**src/rtl/vend_pkg.sv**
```systemverilog
// Shared definitions for the vending-machine transaction controller:
// state encoding, coin codes with their yuan values, and price selection.
package vend_pkg;

  typedef enum logic [1:0] {
    ST_IDLE     = 2'd0,
    ST_COLLECT  = 2'd1,
    ST_DISPENSE = 2'd2
  } state_t;

  localparam logic [2:0] COIN_NONE = 3'd0;
  localparam logic [2:0] COIN_1    = 3'd1;
  localparam logic [2:0] COIN_5    = 3'd2;
  localparam logic [2:0] COIN_10   = 3'd3;

  function automatic logic coin_valid(input logic [2:0] code);
    return (code == COIN_1) || (code == COIN_5) || (code == COIN_10);
  endfunction

  // Invalid codes map to 0 so the caller only has to test coin_valid().
  function automatic logic [7:0] coin_value(input logic [2:0] code);
    case (code)
      COIN_1:  return 8'd1;
      COIN_5:  return 8'd5;
      COIN_10: return 8'd10;
      default: return 8'd0;
    endcase
  endfunction

  function automatic logic [7:0] price_sel(input logic [1:0] idx,
                                           input logic [7:0] p1,
                                           input logic [7:0] p2,
                                           input logic [7:0] p3);
    case (idx)
      2'd1:    return p1;
      2'd2:    return p2;
      2'd3:    return p3;
      default: return 8'd0;
    endcase
  endfunction

endpackage

```
**src/rtl/edge_det.sv**
```systemverilog
// "Went non-zero" detector: flags the cycle in which a level leaves zero.
module edge_det #(
  parameter int W = 1
) (
  input  logic         clk,
  input  logic [W-1:0] d,
  output logic         rise
);

  logic [W-1:0] prev;

  // NOTE: prev follows d unconditionally, so during reset it already holds the
  // live input and levels still held at reset release do not count as events.
  always_ff @(posedge clk) begin
    prev <= d;
  end

  assign rise = (d != '0) && (prev == '0);

endmodule

```
**src/rtl/vend_ctrl.sv**
```systemverilog
// Vending transaction controller: coin/press/cancel events, credit accumulation,
// sale and refund sequencing with fully registered outputs.
module vend_ctrl
  import vend_pkg::*;
#(
  parameter int PRICE1      = 3,
  parameter int PRICE2      = 5,
  parameter int PRICE3      = 8,
  parameter int BAL_MAX     = 99,
  parameter int DISP_CYCLES = 4
) (
  input  logic       clk,
  input  logic       reset,
  input  logic [2:0] coin,
  input  logic [1:0] about,
  input  logic       press,
  input  logic       cancel,
  output logic [7:0] balance,
  output logic       dispense,
  output logic [1:0] item,
  output logic [7:0] change,
  output logic       change_valid,
  output logic       coin_reject,
  output logic       short
);

  localparam logic [7:0] P1    = 8'(PRICE1);
  localparam logic [7:0] P2    = 8'(PRICE2);
  localparam logic [7:0] P3    = 8'(PRICE3);
  localparam logic [8:0] BMAX  = 9'(BAL_MAX);
  localparam int         CNT_W = (DISP_CYCLES > 1) ? $clog2(DISP_CYCLES) : 1;

  state_t             state;
  logic [CNT_W-1:0]   cnt;
  logic [7:0]         change_lat;
  logic               coin_ev, press_ev, cancel_ev;
  logic [8:0]         sum;
  logic [7:0]         price;
  logic               coin_ok;

  edge_det #(.W(3)) u_coin_ed   (.clk(clk), .d(coin),   .rise(coin_ev));
  edge_det #(.W(1)) u_press_ed  (.clk(clk), .d(press),  .rise(press_ev));
  edge_det #(.W(1)) u_cancel_ed (.clk(clk), .d(cancel), .rise(cancel_ev));

  // 9-bit sum so a large credit plus a coin can never wrap past BAL_MAX.
  assign sum     = {1'b0, balance} + {1'b0, coin_value(coin)};
  assign coin_ok = coin_valid(coin) && (sum <= BMAX);
  assign price   = price_sel(about, P1, P2, P3);

  // NOTE: every register here is updated with <= so all of them see the
  // pre-edge values of each other, whatever order the statements appear in.
  always_ff @(posedge clk) begin
    if (reset) begin
      state        <= ST_IDLE;
      cnt          <= '0;
      change_lat   <= '0;
      balance      <= '0;
      dispense     <= 1'b0;
      item         <= '0;
      change       <= '0;
      change_valid <= 1'b0;
      coin_reject  <= 1'b0;
      short        <= 1'b0;
    end else begin
      change_valid <= 1'b0;
      coin_reject  <= 1'b0;
      short        <= 1'b0;

      case (state)
        ST_IDLE, ST_COLLECT: begin
          if (cancel_ev) begin
            coin_reject <= coin_ev;
            if (state == ST_COLLECT) begin
              change       <= balance;
              change_valid <= 1'b1;
              balance      <= '0;
              state        <= ST_IDLE;
            end
          end else if (press_ev) begin
            // A press outranks a coin even when no product is selected.
            coin_reject <= coin_ev;
            if (about != 2'd0) begin
              if (balance >= price) begin
                item       <= about;
                change_lat <= balance - price;
                balance    <= '0;
                dispense   <= 1'b1;
                cnt        <= CNT_W'(DISP_CYCLES - 1);
                state      <= ST_DISPENSE;
              end else begin
                short <= 1'b1;
              end
            end
          end else if (coin_ev) begin
            if (coin_ok) begin
              balance <= sum[7:0];
              state   <= ST_COLLECT;
            end else begin
              coin_reject <= 1'b1;
            end
          end
        end

        ST_DISPENSE: begin
          coin_reject <= coin_ev;
          if (cnt == '0) begin
            dispense     <= 1'b0;
            item         <= '0;
            change       <= change_lat;
            change_valid <= 1'b1;
            change_lat   <= '0;
            state        <= ST_IDLE;
          end else begin
            cnt <= cnt - CNT_W'(1);
          end
        end

        default: state <= ST_IDLE;
      endcase
    end
  end

endmodule
```
**config.mk**
```make
export PLATFORM = sky130hd
export DESIGN_NAME = vend_ctrl
export DESIGN_NICKNAME = d
export VERILOG_FILES = /design/src/rtl/vend_pkg.sv /design/src/rtl/edge_det.sv /design/src/rtl/vend_ctrl.sv
export SDC_FILE = /design/constraint.sdc
export NUM_CORES = 1
export LEC_CHECK = 0
export BUFFER_PORTS_ARGS = -buffer_cell sky130_fd_sc_hd__buf_2
export CELL_PAD_IN_SITES_DETAIL_PLACEMENT = 2
export CELL_PAD_IN_SITES_GLOBAL_PLACEMENT = 2
export CORE_ASPECT_RATIO = 0.75
export CORE_MARGIN = 2
export CORE_UTILIZATION = 33
export DETAILED_ROUTE_END_ITERATION = 10
export PLACE_DENSITY = 0.8
export REMOVE_ABC_BUFFERS = 1
export SLEW_MARGIN = 5
export SYNTH_ARGS = -nofsm -noshare
export SYNTH_HDL_FRONTEND = slang
export SYNTH_SLANG_ARGS = --single-unit
```
**constraint.sdc**
```tcl
create_clock -name clk -period 3.4 [get_ports clk]
set_input_delay 0.34 -clock clk [delete_from_list [all_inputs] [get_ports clk]]
set_output_delay 0.34 -clock clk [all_outputs]
set_load 0.02 [all_outputs]
```
==> key figures, run 1 <==
Final layout
  • Final net count: 324
  • Fraction of layout cells with a size suffix above 1: about 17%
  • Ant. Diodes: 0
  • Finished Core Util: approximately 40%
  • Area growth, synth to finish: 14.5%
  • Fin area: around 0.0025 mm²

Route
  • Drt total wl: a little over 6 mm
  • Residual DRC: 0
  • Vias per cell: between 5 and 6
  • Initial drt markers: 47
  • ANT nets after route: 0
  • Initial DRT Pass Iterations: 4
  • Vias: 1983
  • Routed length per placed instance: around 16 µm

Power
  • Total Power: 991 µW
  • Worst supply voltage drop on vdd: 210 µV
  • P_leak: ~1.0 nW
  • P per Cell Area: ~400 mW/mm²

Placed design
  • HPWL Detailed: about 4.5 mm
  • Port Buffers: 30
  • Post-DP Area: approximately 0.0024 mm²
  • Gpl congestion: a little under 0.8

Setup path
  • Critical path arrival: around 3200 ps
  • CP required: around 3600 ps
  • Max incr delay on CP: approximately 410 ps
  • CP Max Fanout: 16
  • WP buf/inv: 4
  • Delay-heaviest family, CP: compound AO/OA/AOI/OAI gates
  • Crit end category: register
  • Reg-to-Reg End: change_lat[4]
  • Register-to-register path setup slack: about 490 ps
  • Kind of critical path: input pin to register
  • Critical-path cell list: buf_2 -> inv_1 -> ha_1 -> ha_1 -> inv_1 -> fa_1 -> a21oi_1 -> o2111ai_1 -> and3_1 -> a21oi_2 -> buf_4 -> nor3_1 -> a21oi_1 -> nor2_1
  • Startpoint Class: input pin
  • CP max stage cell: fa_1
  • R2R Path Start: balance[0]
  • Cell count of the worst reg-to-reg path: 12

Floorplanning
  • # IOs: 31
  • Initial Util: about a third
  • Die Span Y: approximately 74 µm
  • Die W: ~98 µm
  • Rows: 25
  • Core ar.: ~0.0063 mm²
  • Total die area: 0.00728 mm²

Global routing
  • Vias in the first global route: between 2000 and 2500
  • First-pass GRT wire length: approximately 10 mm
  • Total track usage: a little under a fifth
  • GRT overflow: 0
  • Largest net degree at the start of global routing: 29
  • Initial antenna violation count: 0

STA
  • Post-Route Skew: a little under 8 ps
  • Headroom to the max-slew limit: between 60 and 70%
  • Hold Slack: between 150 and 200 ps
  • Fin. max-slew vios: 0
  • Max Clk Rate: between 300 and 400 MHz
  • Setup TNS: 0 ps
  • Period minus WS final: between 2000 and 3000 ps
  • RSZ-0062 raised after global routing: false
  • Setup violators final: 0
  • Worst Tran Pin Value: between 500 and 600 ps
  • Final Hold Vio Count: 0
  • Tcrit/Tclk final: approximately 90%

Logic synthesis
  • Syn avg cell area: around 7.9 µm²
  • Top post-synthesis cells by area: dfxtp_1 36%, nor2_1 7.1%, a21oi_1 6.9%
  • Flops & latches, synth: 39
  • Top cell type's share of synthesized area: 35.8%
  • EDFF count, synth: 0
  • Count of cell types in the netlist: between 40 and 50
  • Post-Syn Instances: ~280
  • Sequential area share after synthesis: between 30 and 40%
  • Asr flop ratio synth: 0%
  • Area leader, netlist: dfxtp_1
  • Ys Warns: 0
  • Synth Cell Area: roughly 0.0022 mm²
  • Post-synth top flop: dfxtp_1

Clock network
  • CTS tree: done
  • TritonCTS Buffers: 5
  • Setup Fix Bufs, Post-CTS: 0
  • Clock buffer depth: 2
  • Root buffer cell: clkbuf_8
  • Clk Latency, worst-skew pair: roughly 300 ps
  • Resize count post-CTS: 0
  • CTS Hold Buffers Added: 0
  • Clk sinks: 39
  • Clock-pin slew on the worst setup and hold paths: about 80 ps
  • H-tree levels: 2

Outcome
  • Status: complete, no violations

Min path
  • Hold path startpoint: press
  • Hold path depth: 1
  • Class of the worst hold path: input pin to register
  • WHS Endpoint: u_press_ed.prev

Job
  • # Max-Cap Violations: 0
worst max-delay path by stage:
stage,startpoint,to,depth (start not counted)
floorplan,about[0],change_lat[2],12
global placement,about[0],change_lat[4],14
detailed placement,about[0],change_lat[4],14
CTS,about[0],change_lat[4],14
global route,about[0],change_lat[4],14
finish,about[0],change_lat[4],14
worst register-to-register path, cell delays in order (launching register included):
cell and delay, ps:
dfxtp_1 360, inv_1 90, ha_1 190, inv_1 60, fa_1 410, a21oi_1 290, o2111ai_1 280, and3_1 390
a21oi_2 180, buf_4 250, nor3_1 100, a21oi_1 130, nor2_1 60
cell families after synthesis:
| kind of cell | Yosys count | synth area share [%] |
|---|---|---|
| simple gates | 116 | 23.8 |
| fa+ha+maj | 13 | 7.81 |
| mux | 8 | 3.67 |
| buf+inv | 29 | 6.03 |
| xor+xnor | 11 | 4.42 |
| flops | 39 | 35.8 |
| compound gates | 61 | 18.5 |
layer usage:
| layer | share of wire, % | global-route usage [%] | up-vias |
|---|---|---|---|
| li1 | - | - | 985 |
| met1 | 51 | 24.2 | 967 |
| met2 | 45 | 31.4 | 23 |
| met3 | 2.5 | 3.20 | 8 |
| met4 | 1.1 | 5.09 | 0 |
| met5 | 0 | 0 | - |
sequential cells by signal, summed over array words and instances, names as in the netlist, 2 cells and up:
name            flops
change              8
state               2
item                2
cnt                 2
change_lat          8
balance             8
u_coin_ed.prev      3
layout make-up:
type                       instances  area, µm²
fill                             761       3850
multi-input combinational        209       1270
sequential                        39        781
timing repair buffer              35        188
tap                               81        101
clock buffer                       5       68.8
inverter                          12       45.0
clock inverter                     3       43.8
metrics by stage:
step	instances	setup WS [ps]
floorplan	260	712
global placement	376	255
detailed placement	376	180
CTS	384	420
global route	384	187
finish	384	421
cell usage after synthesis (3+ instances only):
master / count
nor2_1: 41
nand2_1: 36
mux2i_1: 8
o21ai_0: 7
o21a_1: 3
clkbuf_1: 6
buf_1: 3
a22oi_1: 3
a211oi_1: 3
nand3_1: 6
inv_1: 12
xnor2_1: 10
ha_1: 12
nor2b_1: 4
nand2b_1: 4
a21oi_1: 30
buf_2: 4
dfxtp_1: 39
o311ai_2: 3
nor3_1: 15
where the power goes:
group | total, mW | switching, mW | internal, mW
clock network | 0.398 | 0.180 | 0.219
registers | 0.474 | 0.00606 | 0.468
logic | 0.118 | 0.0752 | 0.0430
cells in the final DEF (no fill, tap or decap), drive strengths merged:
cell | netlist | layout
nor3 | 15 | 15
clkinv | 0 | 2
o2111ai | 1 | 1
xor2 | 1 | 1
or2 | 1 | 1
o21ai | 8 | 8
a32oi | 1 | 1
a31o | 1 | 1
bufinv | 0 | 1
nand4 | 1 | 1
nor2 | 42 | 42
o21a | 3 | 3
and3b | 2 | 2
inv | 12 | 12
ha | 12 | 12
xnor2 | 10 | 10
nand4b | 1 | 1
o22ai | 2 | 2
a211oi | 4 | 4
nor3b | 2 | 2
a21o | 1 | 1
and3 | 1 | 1
fa | 1 | 1
nor2b | 4 | 4
a21boi | 2 | 2
nand2b | 4 | 4
a22oi | 3 | 3
mux2i | 8 | 8
a21oi | 31 | 31
nand3 | 6 | 6
dfxtp | 39 | 39
nand2 | 36 | 36
o211ai | 1 | 1
clkbuf | 8 | 5
buf | 9 | 35
o311ai | 3 | 3
nand3b | 1 | 1
Power figures use the tool's default switching activity.
==> run 2: changes to the inputs <==
--- a/config.mk
+++ b/config.mk
@@ -9,7 +9,7 @@
 export CELL_PAD_IN_SITES_DETAIL_PLACEMENT = 2
 export CELL_PAD_IN_SITES_GLOBAL_PLACEMENT = 2
 export CORE_ASPECT_RATIO = 0.75
-export CORE_MARGIN = 2
+export CORE_MARGIN = 8
 export CORE_UTILIZATION = 33
 export DETAILED_ROUTE_END_ITERATION = 10
 export PLACE_DENSITY = 0.8
==> run 2 against run 1 <==
  * Die area rose by 30%
  * Combinational power barely moved
  * Non-clock buffer count did not move
  * Sequential share of layout area rose by 0.32 points
  * Final cell count fell by 0.26%
  * Count of clock-buffer cells in the layout rose by 1
  * Power fell by 7.3%
  * Worst setup slack got worse by 24 ps
  * Sequential power barely moved
  * Critical path type unchanged
  * First-iteration DRC count rose by 23%
  * Global-route usage fell by 3.9 points
  * Highest routed layer unchanged
==> key figures, run 2 (synthesis gave the netlist of run 1 again) <==
Route
  • Routed length per placed instance: 16.6 µm
  • Initial drt markers: slightly below 60
  • Vias: a little under 2000
  • Residual DRC: 0
  • ANT nets after route: 0
  • Initial DRT Pass Iterations: 4
  • Drt total wl: 6.37 mm
  • Vias per cell: between 5 and 6

Final layout
  • Most frequent cells in the layout: 41 x nor2_1, 39 x dfxtp_1, 36 x nand2_1
  • Commonest non-fill, non-tap cell in the layout: nor2_1
  • Fraction of layout cells with a size suffix above 1: 16.9%
  • Ant. Diodes: 0
  • Top flop regs: balance: 8 flops, change: 8 flops, change_lat: 8 flops
  • Final net count: ~320
  • Footprint of the multi-input gates: ~0.0013 mm²
  • Area growth, synth to finish: 13.3%
  • Filler Cells Inserted: 775
  • FF/Latch Area: 781 µm²

Power
  • P_leak: 1.00 nW
  • Total Power: approximately 920 µW
  • Worst supply voltage drop on vdd: 145 µV
  • P per Cell Area: approximately 370 mW/mm²

Clock network
  • Clock-pin slew on the worst setup and hold paths: ~70 ps
  • Clk Latency, worst-skew pair: 300 ps
  • Resize count post-CTS: 0
  • CTS tree: done
  • Clk sinks: 39
  • CTS Hold Buffers Added: 0
  • Root buffer cell: clkbuf_8
  • Setup Fix Bufs, Post-CTS: 0
  • TritonCTS Buffers: 5
  • Clock buffer depth: 2
  • H-tree levels: 2

Placed design
  • Port Buffers: 30
  • Pre-CTS setup slack: between 150 and 200 ps
  • Gpl congestion: around 0.84
  • HPWL Detailed: just under 5 mm

STA
  • Headroom to the max-slew limit: between 50% and 60%
  • Period minus WS final: between 3000 and 4000 ps
  • RSZ-0062 raised after global routing: false
  • Worst Tran Pin Value: about 600 ps
  • Setup TNS: 0 ps
  • Tcrit/Tclk final: around 90%
  • Post-route worst setup slack: between 300 and 400 ps
  • Fin. max-slew vios: 0
  • Max Clk Rate: 333 MHz
  • Final Hold Vio Count: 0
  • Post-Route Skew: a little over 5 ps
  • Setup violators final: 0

Floorplanning
  • Initial Util: 34.3%
  • Rows: 25
  • # IOs: 31
  • Core ar.: between 0.006 and 0.007 mm²
  • Total die area: between 0.009 and 0.01 mm²
  • Die Span Y: 86.4 µm
  • Die W: approximately 110 µm

Global routing
  • Total track usage: between 10% and 20%
  • GRT overflow: 0
  • Largest net degree at the start of global routing: 29
  • Initial antenna violation count: 0
  • First-pass GRT wire length: roughly 11 mm
  • Vias in the first global route: 2162

Setup path
  • CP required: 3560 ps
  • Delay-heaviest family, CP: adder cells
  • Kind of critical path: input pin to register
  • Max incr delay on CP: 420 ps
  • WP buf/inv: 4
  • Crit end category: register
  • CP Max Fanout: 16
  • Critical path arrival: around 3200 ps
  • Critical-path cell list: buf_2 -> inv_1 -> ha_1 -> ha_1 -> inv_1 -> fa_1 -> a21oi_1 -> o2111ai_1 -> and3_1 -> a21oi_2 -> buf_4 -> nor3_1 -> a21oi_1 -> nor2_1
  • Startpoint Class: input pin
  • CP max stage cell: fa_1

Job
  • # Max-Cap Violations: 0

Outcome
  • Status: complete, no violations

Min path
  • Class of the worst hold path: input pin to register
==> run 2: where the power goes <==
group	switching (mW)	internal, mW
Sequential	0.00603	0.468
Clock	0.166	0.159
Combinational	0.0760	0.0430
==> run 2: final timing paths <==
| path | startpoint | endpoint | slack (ps) | cells past startpoint |
|---|---|---|---|---|
| setup / recovery | about[1] | change_lat[2] | 400 | 14 |
| hold / removal | press | u_press_ed.prev | 160 | 1 |
| setup reg to reg | balance[0] | change_lat[2] | 470 | 12 |
| hold reg to reg | change_lat[3] | change_lat[3] | 460 | 2 |
==> run 2: area by class of cell <==
type                    count  share of cell area, %
flip-flops and latches     39                   31.6
repair buffers             35                   7.60
inverters                  12                   1.82
clock inverters             1                  0.203
well taps                  81                   4.10
multi-input cells         209                   51.3
clock buffers               6                   3.34
==> run 2: metal layers <==
metal | part of all wire, % | global-route usage (%) | up-vias | wire [µm]
met4 | 0.99 | 3.67 | 0 | 63
li1 | - | - | 988 | -
met5 | 0 | 0 | - | 0
met3 | 3.5 | 3.19 | 8 | 223
met1 | 50 | 18.5 | 968 | 3190
met2 | 45 | 23.5 | 24 | 2890
==> run 2: through the flow <==
stage | cell area, µm² | instances | hold slack [ps] | utilization [%]
after detailed placement | 2380 | 376 | 454 | 37.5
after global placement | 2380 | 376 | 440 | 37.5
final | 2470 | 383 | 156 | 38.9
after floorplan | 2090 | 260 | 368 | -
after CTS | 2470 | 383 | 148 | 38.9
after global routing | 2470 | 383 | 152 | 38.9
==> run 2: worst reg2reg max path: stages, from the launching register on <==
cell and delay [ps]:
dfxtp_1 350, inv_1 90, ha_1 200, inv_1 70
fa_1 420, a21oi_1 270, o2111ai_1 280, and3_1 400
a21oi_2 210, buf_4 240, nor3_1 80, a21oi_1 130
nor2_1 60
